## src/rtl/debounce_pkg.sv

```systemverilog
`default_nettype none
// ============================================================================
// Module      : debounce_pkg
// Description : Shared defaults, repeat-state encoding and width helper for
//               the button conditioner.
// Revision    : 1.0
// ============================================================================
package debounce_pkg;

  localparam int DEBOUNCE_TIME_DEF = 100;
  localparam int REPEAT_DELAY_DEF  = 5000000;
  localparam int REPEAT_PERIOD_DEF = 1000000;

  typedef enum logic [1:0] {
    IDLE   = 2'd0,
    DELAY  = 2'd1,
    REPEAT = 2'd2
  } rpt_state_t;

  // Bits needed to hold values 0..max_val.
  function automatic int width_for(input int max_val);
    return (max_val < 1) ? 1 : $clog2(max_val + 1);
  endfunction

endpackage
`default_nettype wire

```

## src/rtl/debounce_ch.sv

```systemverilog
`default_nettype none
// ============================================================================
// Module      : debounce_ch
// Description : One button channel: synchroniser, debounce, edge pulses and
//               auto-repeat pulse generator.
// Revision    : 1.0
// ============================================================================
module debounce_ch
  import debounce_pkg::*;
#(
  parameter int DEBOUNCE_TIME = DEBOUNCE_TIME_DEF,
  parameter int CNT_W         = 17,
  parameter int REPEAT_DELAY  = REPEAT_DELAY_DEF,
  parameter int REPEAT_PERIOD = REPEAT_PERIOD_DEF,
  parameter int RPT_W         = 24
) (
  input  logic clk,
  input  logic rst,
  input  logic i_btn,
  input  logic i_rpt_en,
  output logic o_out,
  output logic o_rise,
  output logic o_fall,
  output logic o_rpt
);

  localparam logic [CNT_W-1:0] c_DB_TC = CNT_W'(DEBOUNCE_TIME - 1);
  localparam logic [RPT_W-1:0] c_RD_TC = RPT_W'(REPEAT_DELAY - 1);
  localparam logic [RPT_W-1:0] c_RP_TC = RPT_W'(REPEAT_PERIOD - 1);

  logic             r_sync0;
  logic             r_sync1;
  logic [CNT_W-1:0] r_cnt;
  logic             r_out;
  logic             r_rise;
  logic             r_fall;
  logic             r_rpt;
  rpt_state_t       r_state;
  logic [RPT_W-1:0] r_rcnt;

  logic w_differ;
  logic w_commit;
  logic w_rise_c;
  logic w_fall_c;

  assign w_differ = (r_sync1 != r_out);
  assign w_commit = w_differ && (r_cnt == c_DB_TC);
  assign w_rise_c = w_commit &&  r_sync1;
  assign w_fall_c = w_commit && !r_sync1;

  always_ff @(posedge clk) begin
    if (rst) begin
      r_sync0 <= 1'b0;
      r_sync1 <= 1'b0;
      r_cnt   <= '0;
      r_out   <= 1'b0;
      r_rise  <= 1'b0;
      r_fall  <= 1'b0;
      r_rpt   <= 1'b0;
      r_state <= IDLE;
      r_rcnt  <= '0;
    end else begin
      r_sync0 <= i_btn;
      r_sync1 <= r_sync0;
      r_rise  <= w_rise_c;
      r_fall  <= w_fall_c;
      r_rpt   <= 1'b0;

      if (!w_differ) begin
        r_cnt <= '0;
      end else if (w_commit) begin
        r_out <= r_sync1;
        r_cnt <= '0;
      end else begin
        r_cnt <= r_cnt + CNT_W'(1);
      end

      // A fall commit or dropped enable cancels before any terminal count.
      case (r_state)
        IDLE: begin
          if (w_rise_c) begin
            r_rpt   <= 1'b1;
            r_rcnt  <= '0;
            r_state <= i_rpt_en ? DELAY : IDLE;
          end
        end
        DELAY: begin
          if (w_fall_c || !i_rpt_en) begin
            r_state <= IDLE;
            r_rcnt  <= '0;
          end else if (r_rcnt == c_RD_TC) begin
            r_rpt   <= 1'b1;
            r_rcnt  <= '0;
            r_state <= REPEAT;
          end else begin
            r_rcnt  <= r_rcnt + RPT_W'(1);
          end
        end
        REPEAT: begin
          if (w_fall_c || !i_rpt_en) begin
            r_state <= IDLE;
            r_rcnt  <= '0;
          end else if (r_rcnt == c_RP_TC) begin
            r_rpt   <= 1'b1;
            r_rcnt  <= '0;
          end else begin
            r_rcnt  <= r_rcnt + RPT_W'(1);
          end
        end
        default: begin
          r_state <= IDLE;
          r_rcnt  <= '0;
        end
      endcase
    end
  end

  assign o_out  = r_out;
  assign o_rise = r_rise;
  assign o_fall = r_fall;
  assign o_rpt  = r_rpt;

endmodule
`default_nettype wire

```

## src/rtl/debounce_multi.sv

```systemverilog
`default_nettype none
// ============================================================================
// Module      : debounce_multi
// Description : N independent button conditioners for the game controls.
// Revision    : 1.0
// ============================================================================
module debounce_multi
  import debounce_pkg::*;
#(
  parameter int N_CH          = 4,
  parameter int DEBOUNCE_TIME = DEBOUNCE_TIME_DEF,
  parameter int CNT_W         = 17,
  parameter int REPEAT_DELAY  = REPEAT_DELAY_DEF,
  parameter int REPEAT_PERIOD = REPEAT_PERIOD_DEF,
  parameter int RPT_W         = 24
) (
  input  logic            CLK,
  input  logic            RST,
  input  logic [N_CH-1:0] btn_in,
  input  logic [N_CH-1:0] rpt_en,
  output logic [N_CH-1:0] btn_out,
  output logic [N_CH-1:0] btn_rise,
  output logic [N_CH-1:0] btn_fall,
  output logic [N_CH-1:0] btn_rpt
);

  for (genvar g = 0; g < N_CH; g++) begin : g_ch
    debounce_ch #(
      .DEBOUNCE_TIME (DEBOUNCE_TIME),
      .CNT_W         (CNT_W),
      .REPEAT_DELAY  (REPEAT_DELAY),
      .REPEAT_PERIOD (REPEAT_PERIOD),
      .RPT_W         (RPT_W)
    ) u_ch (
      .clk      (CLK),
      .rst      (RST),
      .i_btn    (btn_in[g]),
      .i_rpt_en (rpt_en[g]),
      .o_out    (btn_out[g]),
      .o_rise   (btn_rise[g]),
      .o_fall   (btn_fall[g]),
      .o_rpt    (btn_rpt[g])
    );
  end

endmodule
`default_nettype wire

```

## config.mk

```make
export PLATFORM = sky130hd
export DESIGN_NAME = debounce_multi
export DESIGN_NICKNAME = d
export VERILOG_FILES = /design/src/rtl/debounce_pkg.sv /design/src/rtl/debounce_ch.sv /design/src/rtl/debounce_multi.sv
export SDC_FILE = /design/constraint.sdc
export NUM_CORES = 1
export LEC_CHECK = 0
export ABC_AREA = 1
export CORE_UTILIZATION = 60
export DETAILED_ROUTE_END_ITERATION = 7
export PLACE_DENSITY = 0.86
export SYNTH_ARGS = -nofsm -noshare
export SYNTH_HDL_FRONTEND = slang
export SYNTH_SLANG_ARGS = --single-unit
```

## constraint.sdc

```tcl
create_clock -name CLK -period 1.75 [get_ports CLK]
set_input_delay 0.35 -clock CLK [delete_from_list [all_inputs] [get_ports CLK]]
set_output_delay 0.35 -clock CLK [all_outputs]
set_load 0.01 [all_outputs]
```

==> flow_summary.json <==
{
  "design.core.area_sq_um": 18800,
  "ys_seq_elements": 196,
  "holdCritPathClass": "flip-flop to flip-flop",
  "violations": "setup timing",
  "clk_latency_ps": 440,
  "pin_count": 26,
  "final.setup.tns_ps": -4050,
  "gr-total-overflow": 0,
  "syn_area_per_cell_sq_um": 6.50,
  "cts_tree": "built",
  "drtIter0Drc": 1094,
  "end_kind": "flip-flop",
  "drc": 0,
  "nNetsFinal": 1899,
  "num_rows": 50,
  "syn_nets": 1820,
  "clockBufferDepth": 2,
  "maxSlewViolCount": 0,
  "track_usage_pct": 26.7,
  "syn_area_sq_um": 11600,
  "worst-path-max-fanout": 12,
  "gp_congestion": 0.951,
  "pre_cts_ws_ps": -115,
  "comb_power_share_pct": 2.8,
  "final_cell_mix": "454 x nand2_1, 288 x nor2_1, 170 x inv_1",
  "criticalPathCategory": "flip-flop to flip-flop",
  "ys_warn_count": 0,
  "syn2layout_area_growth_pct": 20.6,
  "initial_core_util_pct": 61.7,
  "cts_made_buffers": 17,
  "skew_ps": 10.7,
  "internal_power_w": 0.00685,
  "tightestPinTransition_ps": 442,
  "rsz0062_at_grt": "true",
  "ys_seq_area_share_pct": 33.8,
  "dr.pass1.iters": 6,
  "setup_viol": 73,
  "critPathLaunchType": "flip-flop",
  "rr_worst_depth": 9,
  "wl_per_cell_microns": 14.4,
  "min_to": "g_ch[2].u_ch.r_sync1$_SDFF_PP0_",
  "final_common_cell": "nand2_1",
  "power.density_nw_per_um2": 635,
  "clk_pin_slew_ps": 70,
  "clock-sinks": 196,
  "setup_slack_ps": -97.0,
  "status": "finished, violations left",
  "placedCellCount": 2068,
  "ant_nets": 0,
  "clkPwrFrac_pct": 46.8,
  "h-tree-depth": 4,
  "peakVddDrop_mv": 0.587,
  "instances_no_fill": 2138,
  "p_leak_nw": 4.92,
  "grt_pass1_wl_microns": 44400,
  "ctsRootBufferMaster": "clkbuf_16",
  "antenna_found_initial": 0,
  "chipWidth_microns": 141,
  "via_per_inst": 5.54,
  "max_freq_ghz": 0.541,
  "vias": 11845,
  "required_ps": 2070,
  "netlist_instances": 1786,
  "cp.arrival_ps": 2160,
  "p_seq_share_pct": 50.4,
  "antenna_cells": 0,
  "r2r_end": "g_ch[1].u_ch.r_rcnt[3]$_SDFFE_PP0P_",
  "io_buffers": 25,
  "hold_viol_final": 0,
  "drive_above_1_share_pct": 19.2,
  "grt_max_degree": 86,
  "worstReg2RegStart": "g_ch[1].u_ch.r_cnt[8]$_SDFF_PP0_",
  "max_slew_margin_pct": 70.3,
  "startpoint": "g_ch[1].u_ch.r_cnt[8]$_SDFF_PP0_",
  "wirelength_microns": 30800,
  "power.switching_w": 0.00204,
  "layout_min_cycle_time_ps": 1850,
  "max_cap_viol_count": 0,
  "grt_pass1_vias": 10456,
  "hold-path-cell-count": 2,
  "dieArea_sq_um": 19900,
  "ff2ff_setup_slack_ps": -100,
  "hold_path_startpoint": "g_ch[2].u_ch.r_sync0$_SDFF_PP0_",
  "p_sw_share_pct": 23.0,
  "fin_crit_sh_pct": 106,
  "dp.final_hpwl_microns": 18100,
  "die_y_microns": 141,
  "synth_cell_types": 43
}
## metal layers
layer | global-route usage, % | wire (microns)
met4 | 7.21 | 894
met1 | 31.9 | 12300
met3 | 4.96 | 2160
met5 | 0 | 0
met2 | 48.5 | 15500
## worst max path at each step
stage	endpoint	slack, ps
4_1_cts	g_ch[1].u_ch.r_rcnt[19]$_SDFFE_PP0P_	-50
3_5_place_dp	g_ch[1].u_ch.r_rcnt[19]$_SDFFE_PP0P_	-120
6_report	g_ch[1].u_ch.r_rcnt[3]$_SDFFE_PP0P_	-100
5_1_grt	g_ch[1].u_ch.o_rpt$_SDFF_PP0_	-220
3_3_place_gp	g_ch[1].u_ch.r_rcnt[19]$_SDFFE_PP0P_	-2
2_1_floorplan	g_ch[2].u_ch.r_rcnt[15]$_SDFFE_PP0P_	130
## cell type report
cell class	count	area (sq um)
multi-input cells	1343	7180
fillers	1259	4830
flip-flops and latches	196	3980
repair buffers	123	1200
inverters	184	699
clock buffers	17	425
well taps	260	325
clock inverters	15	194
## timing repair
item                                    4_1_cts  5_1_grt
endpoints found under the setup margin       54      130
resized for setup                            14      179
gates cloned                                  0        7
buffers inserted                              4       27
pin swaps                                     4       46
hold buffers                                  0        0
## flip-flops by register name, indices dropped and copies added (netlist names)
signal and flops:
g_ch.u_ch.r_rcnt 96, g_ch.u_ch.r_cnt 68, g_ch.u_ch.r_state 8, g_ch.u_ch.o_fall 4, g_ch.u_ch.o_out 4, g_ch.u_ch.o_rise 4, g_ch.u_ch.o_rpt 4, g_ch.u_ch.r_sync0 4
g_ch.u_ch.r_sync1 4
## power by group through the flow
stage | Sequential (W) | Clock (W) | Combinational [W]
6_report | 0.00448 | 0.00416 | 0.000251
5_1_grt | 0.00448 | 0.00440 | 0.000268
4_1_cts | 0.00448 | 0.00418 | 0.000237
3_5_place_dp | 0.00459 | 0 | 0.000234
3_3_place_gp | 0.00458 | 0 | 0.000231
2_1_floorplan | 0.00458 | 0 | 0.000144
## cell families (layout without fill, tap and decap cells)
family,Yosys count,after routing,share of synthesized area (%)
flip-flops,196,196,33.8
buffers and inverters,247,339,9.34
AND/OR/NAND/NOR,1077,1077,40.6
AO/OA/AOI/OAI,161,161,7.52
XOR/XNOR,81,81,6.11
adder cells (fa/ha/maj),24,24,2.59
## synth_stat cells (all sizes together)
cell type | n | area, sq um
nand3b | 2 | 15.0
clkbuf | 17 | 63.8
nor4 | 4 | 25.0
o21bai | 1 | 7.51
nor3b | 10 | 80.1
o21a | 8 | 60.1
nor2b | 1 | 6.26
a21oi | 123 | 642
or2 | 10 | 62.6
nor3 | 51 | 317
xnor2 | 14 | 123
clkinv | 4 | 16.3
xor2 | 67 | 587
a31oi | 3 | 18.8
nand3 | 104 | 546
o21ai | 22 | 110
ha | 24 | 300
buf | 46 | 329
and3 | 1 | 6.26
and2 | 3 | 18.8
a31o | 4 | 35.0
nand4 | 43 | 300
inv | 180 | 676
nand2 | 494 | 1930
nor2 | 354 | 1420
dfxtp | 196 | 3920
## worst max-delay path: stages (launching register included)
cell and delay [ps]:
dfxtp_1 380, nor2_1 160, nand2_1 100, nor2_4 170, nand4_1 260, nand4_1 210, nand2_2 120, clkbuf_16 190
nand2_1 60, a21oi_1 60
## metrics by stage
step	util, %	hold WS, ps	total power [W]	area [sq um]
finish	74.4	410	0.00889	14000
floorplan	-	388	0.00473	11600
global route	74.4	430	0.00914	14000
CTS	69.3	410	0.00889	13100
detailed placement	65.6	399	0.00482	12400
global placement	65.6	397	0.00482	12400
Power figures use the tool's default switching activity.
